File: src/rtl/mem_arb_pkg.sv
// Shared types and defaults for the two-port memory arbiter.
// Owner encoding tags which port the in-flight read belongs to.
package mem_arb_pkg;

    localparam int AW_DEF = 12;
    localparam int DW_DEF = 32;

    localparam logic PORT_A = 1'b0;
    localparam logic PORT_B = 1'b1;

    typedef enum logic [1:0] {
        OWN_NONE = 2'd0,
        OWN_A    = 2'd1,
        OWN_B    = 2'd2
    } owner_t;

    function automatic owner_t port_owner(input logic is_b);
        return is_b ? OWN_B : OWN_A;
    endfunction

endpackage

File: src/rtl/mem_arbiter_arb2_rr.sv
// Two-way arbiter: round-robin or fixed B-priority on a tie.
// The last-granted pointer only moves when someone is granted.
module arb2_rr
    import mem_arb_pkg::*;
(
    input  logic       clk,
    input  logic       rst_n,
    input  logic [1:0] req,
    input  logic       rr_en,
    output logic [1:0] gnt
);

    logic last_reg;

    // Grants are forced low for as long as reset is held.
    always_comb begin
        gnt = 2'b00;
        if (rst_n) begin
            case (req)
                2'b01:   gnt = 2'b01;
                2'b10:   gnt = 2'b10;
                2'b11:   gnt = (rr_en && last_reg == PORT_B) ? 2'b01 : 2'b10;
                default: gnt = 2'b00;
            endcase
        end
    end

    always_ff @(posedge clk or negedge rst_n) begin
        if (!rst_n) begin
            last_reg <= PORT_B;
        end else if (gnt[0]) begin
            last_reg <= PORT_A;
        end else if (gnt[1]) begin
            last_reg <= PORT_B;
        end
    end

endmodule

File: src/rtl/mem_arbiter.sv
// Merges instruction fetch (A) and load/store (B) onto one synchronous
// memory port and steers the registered read data back to its owner.
module mem_arbiter
    import mem_arb_pkg::*;
#(
    parameter int AW = AW_DEF,
    parameter int DW = DW_DEF,
    parameter int RR = 1
) (
    input  logic          clk,
    input  logic          rst_n,
    input  logic          a_req,
    input  logic [AW-1:0] a_addr,
    output logic          a_gnt,
    output logic          a_rvalid,
    output logic [DW-1:0] a_rdata,
    input  logic          b_req,
    input  logic          b_we,
    input  logic [AW-1:0] b_addr,
    input  logic [DW-1:0] b_wdata,
    output logic          b_gnt,
    output logic          b_rvalid,
    output logic [DW-1:0] b_rdata,
    output logic          mem_we,
    output logic [AW-1:0] mem_address,
    output logic [DW-1:0] mem_datain,
    input  logic [DW-1:0] mem_dataout
);

    logic [1:0]    gnt;
    logic [1:0]    rvalid;
    logic [DW-1:0] rdata [2];
    owner_t        owner_reg;
    owner_t        owner_next;

    arb2_rr u_arb (
        .clk   (clk),
        .rst_n (rst_n),
        .req   ({b_req, a_req}),
        .rr_en (RR != 0),
        .gnt   (gnt)
    );

    assign a_gnt       = gnt[0];
    assign b_gnt       = gnt[1];
    assign mem_we      = gnt[1] & b_we;
    assign mem_address = gnt[1] ? b_addr : a_addr;
    assign mem_datain  = b_wdata;

    // Fetch port is read-only, so any A grant starts a read.
    always_comb begin
        owner_next = OWN_NONE;
        if (gnt[0]) begin
            owner_next = OWN_A;
        end else if (gnt[1] && !b_we) begin
            owner_next = OWN_B;
        end
    end

    always_ff @(posedge clk or negedge rst_n) begin
        if (!rst_n) begin
            owner_reg <= OWN_NONE;
        end else begin
            owner_reg <= owner_next;
        end
    end

    // Per-port return path: live data while valid, last returned word otherwise.
    genvar gi;
    generate
        for (gi = 0; gi < 2; gi++) begin : g_ret
            logic [DW-1:0] hold_reg;

            assign rvalid[gi] = (owner_reg == port_owner(gi == 1));

            always_ff @(posedge clk or negedge rst_n) begin
                if (!rst_n) begin
                    hold_reg <= '0;
                end else if (rvalid[gi]) begin
                    hold_reg <= mem_dataout;
                end
            end

            assign rdata[gi] = rvalid[gi] ? mem_dataout : hold_reg;
        end
    endgenerate

    assign a_rvalid = rvalid[0];
    assign b_rvalid = rvalid[1];
    assign a_rdata  = rdata[0];
    assign b_rdata  = rdata[1];

endmodule

File: config.mk
export PLATFORM = sky130hd
export DESIGN_NAME = mem_arbiter
export DESIGN_NICKNAME = d
export VERILOG_FILES = /design/src/rtl/mem_arb_pkg.sv /design/src/rtl/mem_arbiter_arb2_rr.sv /design/src/rtl/mem_arbiter.sv
export SDC_FILE = /design/constraint.sdc
export NUM_CORES = 1
export LEC_CHECK = 0
export CAP_MARGIN = 25
export CORE_UTILIZATION = 33
export DETAILED_ROUTE_END_ITERATION = 12
export PLACE_DENSITY_LB_ADDON = 0.08
export SKIP_LAST_GASP = 1
export SLEW_MARGIN = 10
export SYNTH_ARGS = -nofsm -noshare
export SYNTH_HDL_FRONTEND = slang
export SYNTH_SLANG_ARGS = --single-unit
File: constraint.sdc
create_clock -name clk -period 1.4 [get_ports clk]
set_clock_uncertainty 0.1 [all_clocks]
set_input_delay 0.14 -clock clk [delete_from_list [all_inputs] [get_ports clk]]
set_output_delay 0.14 -clock clk [all_outputs]
set_load 0.01 [all_outputs]
==> parameters.txt <==
Parameter                              Value

Critical path
  Type of the worst setup path ... flip-flop to output pin
  Critical Path, Cell by Cell ... nor2b_4 -> buf_12 -> buf_12 -> mux2_4 -> buf_6
  Worst setup startpoint ... owner_reg[0]
  Dominant cell type by count on the critical path ... buf_12
  Critical path startpoint category ... flip-flop
  Capturing element type of the critical path ... output pin
  Crit-path max cell delay ... 430 ps
  Crit path required time ... 1160 ps
  Crit Path Max Fanout ... 8
  Signal arrival time at the worst endpoint ... 1680 ps
  Cell at the slowest stage of the critical path ... dfrtp_1
  Reg2Reg Launch Point ... owner_reg[0]

Yosys
  Simple-gate portion of the synthesized area ... 0.0141
  XOR/XNOR share of the synthesized area ... 0
  Yosys reg bits ... 67
  Share of the synthesized area in compound gates (AO/OA/AOI/OAI) ... 0.00510
  Dominant cell type by area after synthesis ... dfrtp_1
  Number of library cell types mapped by synthesis ... 14
  Post-Synthesis Mean Instance Area ... 16.1 um2
  Number of nets in the synthesized netlist ... 291
  Largest family of logic cells by synthesized area ... multiplexers
  Post-synthesis cell count ... 198
  Adder-cell share of the synthesized area ... 0
  Portion of netlist area occupied by mux cells ... 0.345
  Leading post-synthesis cells by cell area ... dfrtp_1, mux2_4, buf_4, mux2_2, buf_6
  Warnings from Yosys ... 0
  Sequential share of the synthesized area ... 0.526
  Portion of synthesized cell area occupied by the leading cell type ... 0.517
  Post-synthesis instance area ... 3190 um2

Placed design
  DPL Wire Length ... 5620 um
  Post-placement worst setup slack ... -582 ps
  Gpl congestion ... 0.848
  Port bufs ... 141
  Cell area after placement ... 4570 um2

Route
  Highest layer used for signal routing ... met4
  Vias per std cell ... 4.38
  Post-route DRC violation count ... 0
  Total number of vias ... 2203
  Routed length per instance ... 17.7 um
  Starting DRT DRC Count ... 33
  Sum of routed wire segments on met1 ... 3400 um
  Routed met3 length ... 1140 um
  Number of nets still failing antenna checks after routing ... 0
  Detailed-routed wire length on met2 ... 4290 um
  Total routed wirelength ... 8910 um
  Number of optimization iterations in the first detailed-route pass ... 4

STA
  Maximum clock frequency ... 520 MHz
  Tightest slew margin relative to the limit ... 0.436
  RSZ-0062 raised after global routing ... yes
  Slew at the pin closest to its max-slew limit ... 845 ps
  PnR worst setup slack ... -524 ps
  Setup violators final ... 118
  Final min period ... 1920 ps
  Hold Vio Cnt, Final ... 0
  Fin Setup TNS ... -38540 ps
  Hold Worst Slack ... 168 ps
  Final Cycle Share ... 1.37
  Max Transition Viols Final ... 0

Pwr
  Share of total power in sequential cells ... 0.343
  Combinational fraction of design power ... 0.452
  VDD IR-drop max ... 453 uV
  Lkg Pwr ... 0.00269 uW
  Switching part of the total ... 0.268
  Clock Power Share ... 0.205
  PwrDens ... 1350 nW/um2
  Cell-internal power ... 5480 uW
  Switching power of the nets ... 2010 uW

Global route
  Global-route usage over all layers ... 0.178
  Initial antenna violation count ... 0
  Largest net degree at the start of global routing ... 68
  Wire length of the first global-routing pass ... 13200 um
  Overflow after GRT ... 0
  Number of global-route vias before repair ... 2471

Clocking
  Clock latency on the worst-skew pair ... 330 ps
  TritonCTS clock tree ... built
  Maximum count of clock buffers along a single path ... 2
  # clock sinks ... 67
  Number of H-tree levels ... 3
  TritonCTS Buffers ... 9
  Clock root cell ... clkbuf_8
  Clk pin slew, worst setup/hold paths ... 70 ps

Floorplan
  Number of I/O pins ... 206
  Site Rows ... 35
  Area of the placeable core ... 9280 um2
  Die X ... 100 um
  Die footprint ... 10100 um2
  Starting utilization of the core area ... 0.344
  Die Y-Extent ... 100 um

Final layout
  Flip-flop count of the largest register, all copies and words added ... 64
  Commonest non-fill, non-tap cell in the layout ... buf_6
  Share of final-layout standard cells stronger than drive strength 1 ... 0.644
  Area growth syn-to-layout ... 74.0%
  Commonest cells after routing, fill and taps aside ... buf_6, mux2_4, dfrtp_1
  Number of diodes ... 0
  Fin util ... 0.598
  Design Area, Final ... 5560 um2
  Final-stage net count ... 464

Flow run
  Total of max-cap violations ... 0

Run status
  Violated checks ... setup timing
  Outcome ... finished with violations

Worst hold path
  Kind of path behind the tightest hold check ... primary input to asynchronous set/reset pin
==> synthesized netlist by cell type (all sizes together) <==
cell type	n
nand2b	1
a21oi	2
dfrtp	66
dfstp	1
a31oi	1
nand2	2
nand3	1
nor2b	1
inv	4
buf	41
nor2	2
mux2	76
==> kinds of logic after synthesis <==
kind of cell           Yosys count
flip-flops                      67
multiplexers                    76
buffers and inverters           45
AO/OA/AOI/OAI                    3
AND/OR/NAND/NOR                  7
==> per-layer routing <==
| metal | vias up | global-route usage |
|---|---|---|
| li1 | 984 | - |
| met4 | 0 | 0.0435 |
| met3 | 8 | 0.119 |
| met2 | 163 | 0.278 |
| met1 | 1048 | 0.200 |
| met5 | - | 0 |
==> area by class of cell <==
class                           count  area, um2
Fill cell                         785       3730
Timing Repair Buffer              202       2260
Sequential cell                    67       1680
Multi-Input combinational cell     87       1250
Tap cell                          129        161
Clock buffer                       11        141
Clock inverter                      3       40.0
Inverter                            4       17.5
==> critical path, delay by kind of cell, from the launching register on <==
kind | cells | cell delay (ps)
buffers and inverters | 3 | 430
and+or+nand+nor | 1 | 170
muxes | 1 | 320
DFF | 1 | 430
==> worst paths after layout <==
path	slack [ps]	cells past startpoint	to
hold / removal	170	3	g_ret[0].hold_reg[0]
setup / recovery	-520	5	b_rdata[13]
max in group asynchronous	490	3	g_ret[0].hold_reg[11]
setup reg to reg	-320	7	g_ret[1].hold_reg[18]
hold reg to reg	400	1	g_ret[0].hold_reg[4]
min in group clk	180	0	mem_datain[10]
==> metrics by stage <==
step / power [uW] / instances
3_5_place_dp: 5280 / 442
3_3_place_gp: 5270 / 442
2_1_floorplan: 3920 / 198
6_report: 7490 / 503
4_1_cts: 7180 / 492
5_1_grt: 7880 / 503
==> timing repair <==
action	4_1_cts	5_1_grt
gates resized for setup	421	72
hold endpoints to repair	1	0
setup endpoints to repair	99	133
gates cloned	3	1
setup buffers	33	17
hold buffers	1	0
pin swaps	1	2
==> power by group through the flow <==
stage	combinational [uW]	sequential [uW]	clock, uW
final	3390	2560	1530
after global routing	3590	2610	1680
after CTS	3020	2570	1590
after detailed placement	2690	2590	0
after global placement	2690	2580	0
after floorplan	1370	2550	0
Power figures use the tool's default switching activity.
